[src/rtl/pl_adc_pkg.sv]
// rtl/pl_adc_pkg.sv - shared types and constants for the ADC stream capture block
//
// Contents:
//   DEF_*      default widths used as parameter defaults by the capture block
//   state_e    capture FSM states
//   MODE_*     sample source selection codes carried on i_Mode

package pl_adc_pkg;

    localparam int DEF_DATA_W = 12;
    localparam int DEF_OUT_W  = 16;
    localparam int DEF_CNT_W  = 20;
    localparam int DEF_DEC_W  = 8;

    typedef enum logic [1:0] {
        ST_IDLE  = 2'd0,
        ST_RUN   = 2'd1,
        ST_DRAIN = 2'd2,
        ST_DONE  = 2'd3
    } state_e;

    localparam logic [1:0] MODE_LIVE     = 2'd0;
    localparam logic [1:0] MODE_COUNT    = 2'd1;
    localparam logic [1:0] MODE_FIXED    = 2'd2;
    localparam logic [1:0] MODE_LIVE_ALT = 2'd3;

endpackage

[src/rtl/pl_adc_decimator.sv]
// rtl/pl_adc_decimator.sv - sample-slot strobe generator keeping 1 of every decim_i+1 cycles
//
// Ports:
//   clk_i      capture clock, rising edge
//   rst_ni     synchronous active-low reset
//   clear_i    restart the phase counter (frame start)
//   run_i      counter advances only while high
//   decim_i    latched decimation ratio minus one
//   slot_o     high on the cycles a sample should be taken

module pl_adc_decimator #(
    parameter int DEC_W = 8
) (
    input  logic             clk_i,
    input  logic             rst_ni,
    input  logic             clear_i,
    input  logic             run_i,
    input  logic [DEC_W-1:0] decim_i,
    output logic             slot_o
);

    logic [DEC_W-1:0] cnt_q;
    logic [DEC_W-1:0] cnt_d;

    always_comb begin
        cnt_d = cnt_q;
        if (clear_i) begin
            cnt_d = '0;
        end else if (run_i) begin
            cnt_d = (cnt_q == decim_i) ? '0 : cnt_q + 1'b1;
        end
    end

    always_ff @(posedge clk_i) begin
        if (!rst_ni) begin
            cnt_q <= '0;
        end else begin
            cnt_q <= cnt_d;
        end
    end

    // Phase zero is the slot, so the first RUN cycle after a start always samples.
    assign slot_o = run_i && (cnt_q == '0);

endmodule

[src/rtl/pl_adc_stream_capture.sv]
// rtl/pl_adc_stream_capture.sv - frame capture from parallel CMOS ADC to a valid/ready stream
//
// Ports:
//   i_CMOS_Clk     ADC data clock, all logic on its rising edge
//   i_Rst_n        synchronous active-low reset
//   i_CMOS_Data    raw ADC sample, registered every cycle
//   i_ADC_Work     level request: start a frame / acknowledge done
//   i_Mode         sample source: live, counter pattern, fixed pattern
//   i_Num_Samples  beats per frame, latched at start
//   i_Decim        keep 1 of every i_Decim+1 samples, latched at start
//   o_Data         stream data (sample zero-extended)
//   o_Valid        stream valid
//   i_Ready        stream ready
//   o_Last         marks the final beat of a completed frame
//   o_ADC_Done     frame complete, held until i_ADC_Work drops
//   o_Busy         high in RUN and DRAIN
//   o_Overrun      sticky: a sample was dropped due to backpressure
//   o_Beat_Count   beats delivered in the current/last frame

module pl_adc_stream_capture
    import pl_adc_pkg::*;
#(
    parameter int                DATA_W        = DEF_DATA_W,
    parameter int                OUT_W         = DEF_OUT_W,
    parameter int                CNT_W         = DEF_CNT_W,
    parameter int                DEC_W         = DEF_DEC_W,
    parameter logic [DATA_W-1:0] FIXED_PATTERN = 12'h929
) (
    input  logic              i_CMOS_Clk,
    input  logic              i_Rst_n,
    input  logic [DATA_W-1:0] i_CMOS_Data,
    input  logic              i_ADC_Work,
    input  logic [1:0]        i_Mode,
    input  logic [CNT_W-1:0]  i_Num_Samples,
    input  logic [DEC_W-1:0]  i_Decim,
    output logic [OUT_W-1:0]  o_Data,
    output logic              o_Valid,
    input  logic              i_Ready,
    output logic              o_Last,
    output logic              o_ADC_Done,
    output logic              o_Busy,
    output logic              o_Overrun,
    output logic [CNT_W-1:0]  o_Beat_Count
);

    state_e            state_q;
    logic [DATA_W-1:0] adc_q;
    logic [CNT_W-1:0]  num_q;
    logic [CNT_W-1:0]  ld_cnt_q;
    logic [CNT_W-1:0]  beat_q;
    logic [DEC_W-1:0]  decim_q;
    logic [1:0]        mode_q;
    logic [OUT_W-1:0]  data_q;
    logic              valid_q;
    logic              last_q;
    logic              done_q;
    logic              busy_q;
    logic              ovr_q;

    logic              start;
    logic              run;
    logic              slot;
    logic              hs;
    logic              load;
    logic              drop;
    logic              load_last;
    logic [DATA_W-1:0] sample;

    assign start = (state_q == ST_IDLE) && i_ADC_Work;
    // Dropping Work in RUN takes effect in the same cycle: no sample is taken then.
    assign run   = (state_q == ST_RUN) && i_ADC_Work;

    pl_adc_decimator #(
        .DEC_W (DEC_W)
    ) u_decim (
        .clk_i   (i_CMOS_Clk),
        .rst_ni  (i_Rst_n),
        .clear_i (start),
        .run_i   (run),
        .decim_i (decim_q),
        .slot_o  (slot)
    );

    assign hs        = valid_q && i_Ready;
    // The output register is free if empty or being emptied this cycle.
    assign load      = slot && (!valid_q || i_Ready);
    assign drop      = slot && valid_q && !i_Ready;
    assign load_last = load && (ld_cnt_q == (num_q - 1'b1));

    // The counter pattern tags each sample with the index it will be delivered
    // as; dropped samples never consume an index, so the pattern stays gap-free.
    always_comb begin
        sample = adc_q;
        case (mode_q)
            MODE_LIVE, MODE_LIVE_ALT: sample = adc_q;
            MODE_COUNT:               sample = ld_cnt_q[DATA_W-1:0];
            MODE_FIXED:               sample = FIXED_PATTERN;
        endcase
    end

    always_ff @(posedge i_CMOS_Clk) begin
        if (!i_Rst_n) begin
            state_q  <= ST_IDLE;
            adc_q    <= '0;
            num_q    <= '0;
            ld_cnt_q <= '0;
            beat_q   <= '0;
            decim_q  <= '0;
            mode_q   <= '0;
            data_q   <= '0;
            valid_q  <= 1'b0;
            last_q   <= 1'b0;
            done_q   <= 1'b0;
            busy_q   <= 1'b0;
            ovr_q    <= 1'b0;
        end else begin
            adc_q <= i_CMOS_Data;

            if (hs) begin
                beat_q <= beat_q + 1'b1;
            end

            if (load) begin
                data_q   <= OUT_W'(sample);
                valid_q  <= 1'b1;
                last_q   <= load_last;
                ld_cnt_q <= ld_cnt_q + 1'b1;
            end else if (hs) begin
                valid_q <= 1'b0;
                last_q  <= 1'b0;
            end

            if (drop) begin
                ovr_q <= 1'b1;
            end

            case (state_q)
                ST_IDLE: begin
                    if (i_ADC_Work) begin
                        num_q    <= i_Num_Samples;
                        decim_q  <= i_Decim;
                        mode_q   <= i_Mode;
                        beat_q   <= '0;
                        ld_cnt_q <= '0;
                        ovr_q    <= 1'b0;
                        if (i_Num_Samples == '0) begin
                            state_q <= ST_DONE;
                            done_q  <= 1'b1;
                        end else begin
                            state_q <= ST_RUN;
                            busy_q  <= 1'b1;
                        end
                    end
                end
                ST_RUN: begin
                    if (!i_ADC_Work || load_last) begin
                        state_q <= ST_DRAIN;
                    end
                end
                ST_DRAIN: begin
                    if (!valid_q || hs) begin
                        busy_q <= 1'b0;
                        // A full load count means the frame completed; anything
                        // less means we got here through an abort.
                        if (ld_cnt_q == num_q) begin
                            state_q <= ST_DONE;
                            done_q  <= 1'b1;
                        end else begin
                            state_q <= ST_IDLE;
                        end
                    end
                end
                ST_DONE: begin
                    if (!i_ADC_Work) begin
                        state_q <= ST_IDLE;
                        done_q  <= 1'b0;
                    end
                end
                default: state_q <= ST_IDLE;
            endcase
        end
    end

    assign o_Data       = data_q;
    assign o_Valid      = valid_q;
    assign o_Last       = last_q;
    assign o_ADC_Done   = done_q;
    assign o_Busy       = busy_q;
    assign o_Overrun    = ovr_q;
    assign o_Beat_Count = beat_q;

endmodule

[config.mk]
export PLATFORM = sky130hd
export DESIGN_NAME = pl_adc_stream_capture
export DESIGN_NICKNAME = d
export VERILOG_FILES = /design/src/rtl/pl_adc_pkg.sv /design/src/rtl/pl_adc_decimator.sv /design/src/rtl/pl_adc_stream_capture.sv
export SDC_FILE = /design/constraint.sdc
export NUM_CORES = 1
export LEC_CHECK = 0
export CORE_MARGIN = 3
export CORE_UTILIZATION = 45
export CTS_CLUSTER_DIAMETER = 80
export DETAILED_ROUTE_END_ITERATION = 10
export DONT_BUFFER_PORTS = 1
export MAX_ROUTING_LAYER = met4
export PLACE_DENSITY = 0.67
export SLEW_MARGIN = 0
export SYNTH_ARGS = -nofsm -noshare
export SYNTH_HDL_FRONTEND = slang
export SYNTH_SLANG_ARGS = --single-unit
[constraint.sdc]
create_clock -name i_CMOS_Clk -period 2.5 [get_ports i_CMOS_Clk]
set_clock_uncertainty 0.15 [all_clocks]
set_input_delay 0.75 -clock i_CMOS_Clk [delete_from_list [all_inputs] [get_ports i_CMOS_Clk]]
set_output_delay 0.75 -clock i_CMOS_Clk [all_outputs]
set_load 0.005 [all_outputs]
# After elaboration in Yosys (flattened, before gate mapping)
# Cells that the tools add are included.
# classes
n_addsub	4
n_eq_ne	16
n_reduce_logical	27
mux	31
bitwise_logic	1
# op_table
cell	n
2-to-1 mux 20 bit	6
adder 20 x 1 -> 20 bit, second input constant	2
equality test 20 bit	2
one-hot mux 12 bit (3 select lines)	1
logical NOT 20 bit	1
subtractor 20 x 1 -> 20 bit, second input constant	1
2-to-1 mux 1 bit	14
2-to-1 mux 2 bit	6
!= test 2 bit, second input constant	5
adder 8 x 1 -> 8 bit, second input constant	1
equality test 2 bit, second input constant	4
equality test 8 bit	1
logical AND 1 bit	8
logical NOT 8 bit	1
2-to-1 mux 8 bit	1
one-hot mux 2 bit (4 select lines)	1
AND reduction 4 bit	2
AND reduction 6 bit	1
equality test 2 x 1 -> 1 bit, second input constant	2
logical NOT 2 bit	2
!= test 2 x 1 -> 1 bit, second input constant	2
nonzero test 2 bit	2
OR reduction 2 bit	2
logical NOT 1 bit	3
6 further kinds	8
# word_totals
elab_cells	93
out_inout_bits	41
register_bits	109

# Depth between registers and ports, before layout
# depth
ltp_word	8
mapped_depth	10
mapped_depth_nobuf	9

# Hierarchy
# Synthesis repeated with hierarchy kept, for this count alone.
# unflattened
hier_cells	662
hier_area_um2	5293.8
# by_module_without_submodules
module	area_per_inst_um2	instances	cells_per_inst
pl_adc_stream_capture	4810.9	1	608
pl_adc_decimator	483.0	1	54

# Worst setup path after synthesis
# No wires, ideal clock.
# synth_path
kind	input port to flip-flop
start	input i_ADC_Work
end	register ld_cnt_q[18]
setup_slack_ns	0.021
t_arrival_ns	2.259
required_time_ns	2.279
n_path_buf	2
setup_time_ns	0.071
cell_stages	8
path_cell_list	and3b_1 -> buf_2 -> and4_1 -> buf_8 -> and4_1 -> nand3_1 -> or3_1 -> a21oi_1
# synth_between
elab_chain_cells	6
# synth_lines
element	line	text
from (decl)	pl_adc_stream_capture.sv:32	input logic i_ADC_Work,
logical AND 1 bit	pl_adc_stream_capture.sv:71	assign run = (state_q == ST_RUN) && i_ADC_Work;
logical AND 1 bit	pl_adc_decimator.sv:43	assign slot_o = run_i && (cnt_q == '0);
logical AND 1 bit	pl_adc_stream_capture.sv:86	assign load = slot && (!valid_q || i_Ready);
2-to-1 mux 20 bit	pl_adc_stream_capture.sv:123	if (load) begin
2-to-1 mux 20 bit	pl_adc_stream_capture.sv:139	if (i_ADC_Work) begin
2-to-1 mux 20 bit *	pl_adc_stream_capture.sv:137	case (state_q)
to (signal assigned)	pl_adc_stream_capture.sv:127	ld_cnt_q <= ld_cnt_q + 1'b1;
to (decl)	pl_adc_stream_capture.sv:49	logic [CNT_W-1:0] ld_cnt_q;
# Every way passes the cells marked *; elsewhere a longest branch is shown, timed or not.
# A chain may end at the register's enable or synchronous reset.

# Final worst setup path
# layout_path
start	register num_q[1]
end	register state_q[0]
# layout_between
elab_chain_cells	6
# layout_lines
element	line	text
from (decl)	pl_adc_stream_capture.sv:48	logic [CNT_W-1:0] num_q;
from (signal assigned)	pl_adc_stream_capture.sv:140	num_q <= i_Num_Samples;
subtractor 20 x 1 -> 20 bit	pl_adc_stream_capture.sv:88	assign load_last = load && (ld_cnt_q == (num_q - 1'b1));
equality test 20 bit	pl_adc_stream_capture.sv:88	
logical AND 1 bit	pl_adc_stream_capture.sv:88	
logical OR 1 bit	pl_adc_stream_capture.sv:156	if (!i_ADC_Work || load_last) begin
!= test 2 x 1 -> 1 bit (no source line)	-	
AND reduction 4 bit (no source line)	-	
to (signal assigned)	pl_adc_stream_capture.sv:157	state_q <= ST_DRAIN;
to (signal assigned)	pl_adc_stream_capture.sv:166	state_q <= ST_DONE;
to (signal assigned)	pl_adc_stream_capture.sv:169	state_q <= ST_IDLE;
to (decl)	pl_adc_stream_capture.sv:46	state_e state_q;
# Parallel ways exist; a longest one is shown, timed or not. The select of a mux whose other input is x is not followed.

==> impl_metrics.env <==
export IMPL_status="finished, final reports clean"
export IMPL_pre_cts_slack_ns=-0.01167
export IMPL_post_route_period_util_pct=95.21
export IMPL_max_freq_mhz=420.1
export IMPL_synth_cells=652
export IMPL_first_iter_violations=183
export IMPL_htreeDepth=3
export IMPL_timing_final_ws_setup_ns=0.1199
export IMPL_p_int_w=0.002716
export IMPL_die_x_um=115.7
export IMPL_p_comb_share_pct=13.1
export IMPL_cts_root_buffer="clkbuf_16"
export IMPL_grt_pass1_vias=4317
export IMPL_synth_area_per_cell_um2=8.304
export IMPL_power_frac_seq_pct=50.4
export IMPL_portBuffers=0
export IMPL_die_y_um=115.7
export IMPL_clock_latency_ns=0.35
export IMPL_powerDensity_mw_per_mm2=612.5
export IMPL_num_rows=39
export IMPL_crit_path_max_incr_delay_ns=0.57
export IMPL_cts_max_path_buffers=2
export IMPL_track_usage_pct=20.50
export IMPL_peakVddDrop_v=0.0005438
export IMPL_p_leak_nw=2.320
export IMPL_antenna_left=0
export IMPL_cap_violations=0
export IMPL_seq_area_frac_synth_pct=40.31
export IMPL_tightest_slew_ns=0.5736
export IMPL_placed_cell_area_mm2=0.005634
export IMPL_fin_hold_ws_ns=0.3305
export IMPL_clockPowerShare_pct=36.5
export IMPL_hold_path_class="reg -> reg"
export IMPL_crit_fanout=6
export IMPL_final_nets=710
export IMPL_area_growth_pct=10.91
export IMPL_critical_path_arrival_ns=2.48
export IMPL_io_pins=87
export IMPL_drc_errors=0
export IMPL_min_from="decim_q[6]$_SDFFE_PN0P_"
export IMPL_grt_pass1_wl_mm=21.31
export IMPL_reg2reg_from="num_q[1]$_SDFFE_PN0P_"
export IMPL_ys_ff_latch=109
export IMPL_antenna_found_initial=0
export IMPL_vias=4394
export IMPL_p_switching_w=0.0009614
export IMPL_cts_made_buffers=9
export IMPL_cts_sinks=109
export IMPL_drive_above_1_share_pct=10.27
export IMPL_rsz0062_at_grt="yes"
export IMPL_antenna_cells=0
export IMPL_yosysWarningCount=0
export IMPL_tns_ns=0
export IMPL_vias_per_cell=5.458
export IMPL_synth_edf_count=0
export IMPL_ctsHoldBuffers=0
export IMPL_max_slew_margin_rel_pct=61.76
export IMPL_overflow=0
export IMPL_dr_pass1_iters=5
export IMPL_cts_tree="built"
export IMPL_critPathCaptureType="register"
export IMPL_utilization_pct=51.92
export IMPL_path_cells="or4_4 > or3_1 > nand2_1 > a2bb2oi_1 > nor4_2 > nand4b_1 > and3_1"
export IMPL_fin_area_mm2=0.006005
export IMPL_dpl_hpwl_mm=9.488
export IMPL_die_area_mm2=0.01338
export IMPL_cp_slowest_cell="or4_4"
export IMPL_synth_area_mm2=0.005414
export IMPL_synth_flop_cell="dfxtp_1"
export IMPL_swShare_pct=26.14
export IMPL_clk_pin_slew_ns=0.07
export IMPL_globalplace_congestion=0.9104
export IMPL_core_area_mm2=0.01156
export IMPL_grt_start_max_net_pins=62
export IMPL_async_flop_share_pct=0
export IMPL_ys_types=57
export IMPL_hold_viol_final=0
export IMPL_finalWirelength_mm=12.72
export IMPL_fin_crit_ns=2.380
export IMPL_required_ns=2.60
export IMPL_critical_path_class="reg -> reg"
export IMPL_initial_core_util_pct=46.81
export IMPL_startpoint_type="register"
export IMPL_drv_slew=0
export IMPL_wl_per_cell_um=15.80
export IMPL_setup_viol=0
export IMPL_cp_startpoint="num_q[1]$_SDFFE_PN0P_"
==> synthesized netlist by cell type, drive strengths merged (2+ instances only) <==
| library cell | number | area share [%] |
|---|---|---|
| a21boi | 32 | 4.4 |
| a21o | 2 | 0.30 |
| a21oi | 17 | 1.6 |
| a22oi | 2 | 0.28 |
| and2 | 15 | 1.7 |
| and2b | 2 | 0.28 |
| and3 | 9 | 1.0 |
| and4 | 5 | 0.81 |
| buf | 8 | 1.3 |
| clkbuf | 32 | 2.2 |
| dfxtp | 109 | 40 |
| ha | 7 | 1.6 |
| inv | 13 | 0.90 |
| mux2i | 9 | 1.7 |
| nand2 | 110 | 7.7 |
| nand3 | 22 | 2.0 |
| nand4 | 15 | 1.7 |
| nor2 | 72 | 5.0 |
| nor2b | 9 | 1.0 |
| nor3 | 6 | 0.76 |
| nor4 | 13 | 1.8 |
| nor4b | 2 | 0.32 |
| o2111ai | 2 | 0.32 |
| o211a | 8 | 1.5 |
| o211ai | 10 | 1.4 |
| o21ai | 19 | 1.8 |
| or3 | 5 | 0.58 |
| or4 | 2 | 0.35 |
| xnor2 | 26 | 4.2 |
| xor2 | 52 | 8.4 |
==> cell families (layout without fill, tap and decap cells) <==
group,Yosys count,in the layout,share of synthesized area (%)
xor+xnor,78,78,12.62
other cells,1,4,0.06927
buf+inv,53,60,4.460
fa+ha+maj,7,7,1.618
mux,9,9,1.664
flops,109,109,40.31
compound gates,102,102,13.10
simple gates,293,293,26.16
==> what timing repair did <==
| item | 4_1_cts | 5_1_grt |
|---|---|---|
| resized for setup | 1 | 19 |
| setup buffers | 0 | 2 |
| endpoints found under the setup margin | 1 | 15 |
| pin swaps | 0 | 8 |
==> cell type report <==
| class | instances | area (µm²) |
|---|---|---|
| timing repair buffer | 31 | 232.7 |
| multi-input combinational | 493 | 3075 |
| tap | 143 | 178.9 |
| clock inverter | 5 | 33.78 |
| sequential | 109 | 2192 |
| fill | 1102 | 5560 |
| inverter | 13 | 48.80 |
| clock buffer | 11 | 242.7 |
==> worst max-delay path, delay by kind of cell, from the launching register on <==
family / cells / cell delay (ns)
AOI/OAI and AO/OA: 1 / 0.07
DFF: 1 / 0.37
and+or+nand+nor: 6 / 1.68
==> routing by layer <==
layer | GRT usage (%) | up-vias | share of wire [%]
li1 | - | 2215 | -
met1 | 26.57 | 2036 | 48
met2 | 31.87 | 128 | 45
met3 | 5.065 | 15 | 6.0
met4 | 6.032 | 0 | 1.5
met5 | - | - | 0
==> power by group through the flow <==
stage                     Sequential [W]  Clock [W]  Combinational, W
after floorplan                  0.00187          0          0.000352
after global routing             0.00186    0.00146          0.000540
final                            0.00185    0.00134          0.000483
after global placement           0.00189          0          0.000451
after detailed placement         0.00189          0          0.000454
after CTS                        0.00185    0.00139          0.000459
==> sequential cells by signal (all words and copies together) (netlist names), 2 cells and up <==
register / flops
ld_cnt_q: 20
num_q: 20
o_Beat_Count: 20
adc_q: 12
o_Data: 12
decim_q: 8
u_decim.cnt_q: 8
mode_q: 2
state_q: 2
==> cells in the final DEF, fill, tap and decap left out, types with 3 or more instances in the layout <==
| cell | instances |
|---|---|
| inv_1 | 12 |
| and3_1 | 9 |
| nor3_1 | 4 |
| conb_1 | 4 |
| o21ai_1 | 3 |
| dfxtp_1 | 105 |
| o211a_1 | 8 |
| clkbuf_16 | 9 |
| nor2_1 | 72 |
| mux2i_1 | 9 |
| ha_1 | 6 |
| xnor2_1 | 26 |
| a21oi_1 | 17 |
| and4_1 | 5 |
| nand2_1 | 109 |
| and2_1 | 15 |
| xor2_1 | 52 |
| a21boi_0 | 31 |
| o21ai_0 | 16 |
| buf_4 | 31 |
| nor2b_1 | 9 |
| nand3_1 | 22 |
| nand4_1 | 15 |
| or3_1 | 4 |
| o211ai_1 | 10 |
| nor4_1 | 10 |
==> worst paths after layout <==
path                            slack [ns]                 endpoint  cells past startpoint
worst max-delay path                  0.12  state_q[0]$_SDFFE_PN0P_                      7
worst min-delay path                  0.33  decim_q[6]$_SDFFE_PN0P_                      2
worst max register to register        0.12  state_q[0]$_SDFFE_PN0P_                      7
worst min register to register        0.33  decim_q[6]$_SDFFE_PN0P_                      2
==> per-stage QoR <==
step	cells	total power (W)
floorplan	655	0.002224
global placement	787	0.002338
detailed placement	787	0.002344
CTS	803	0.003698
global route	805	0.003861
finish	805	0.003678
No activity file was read; power rests on OpenSTA's default activity.
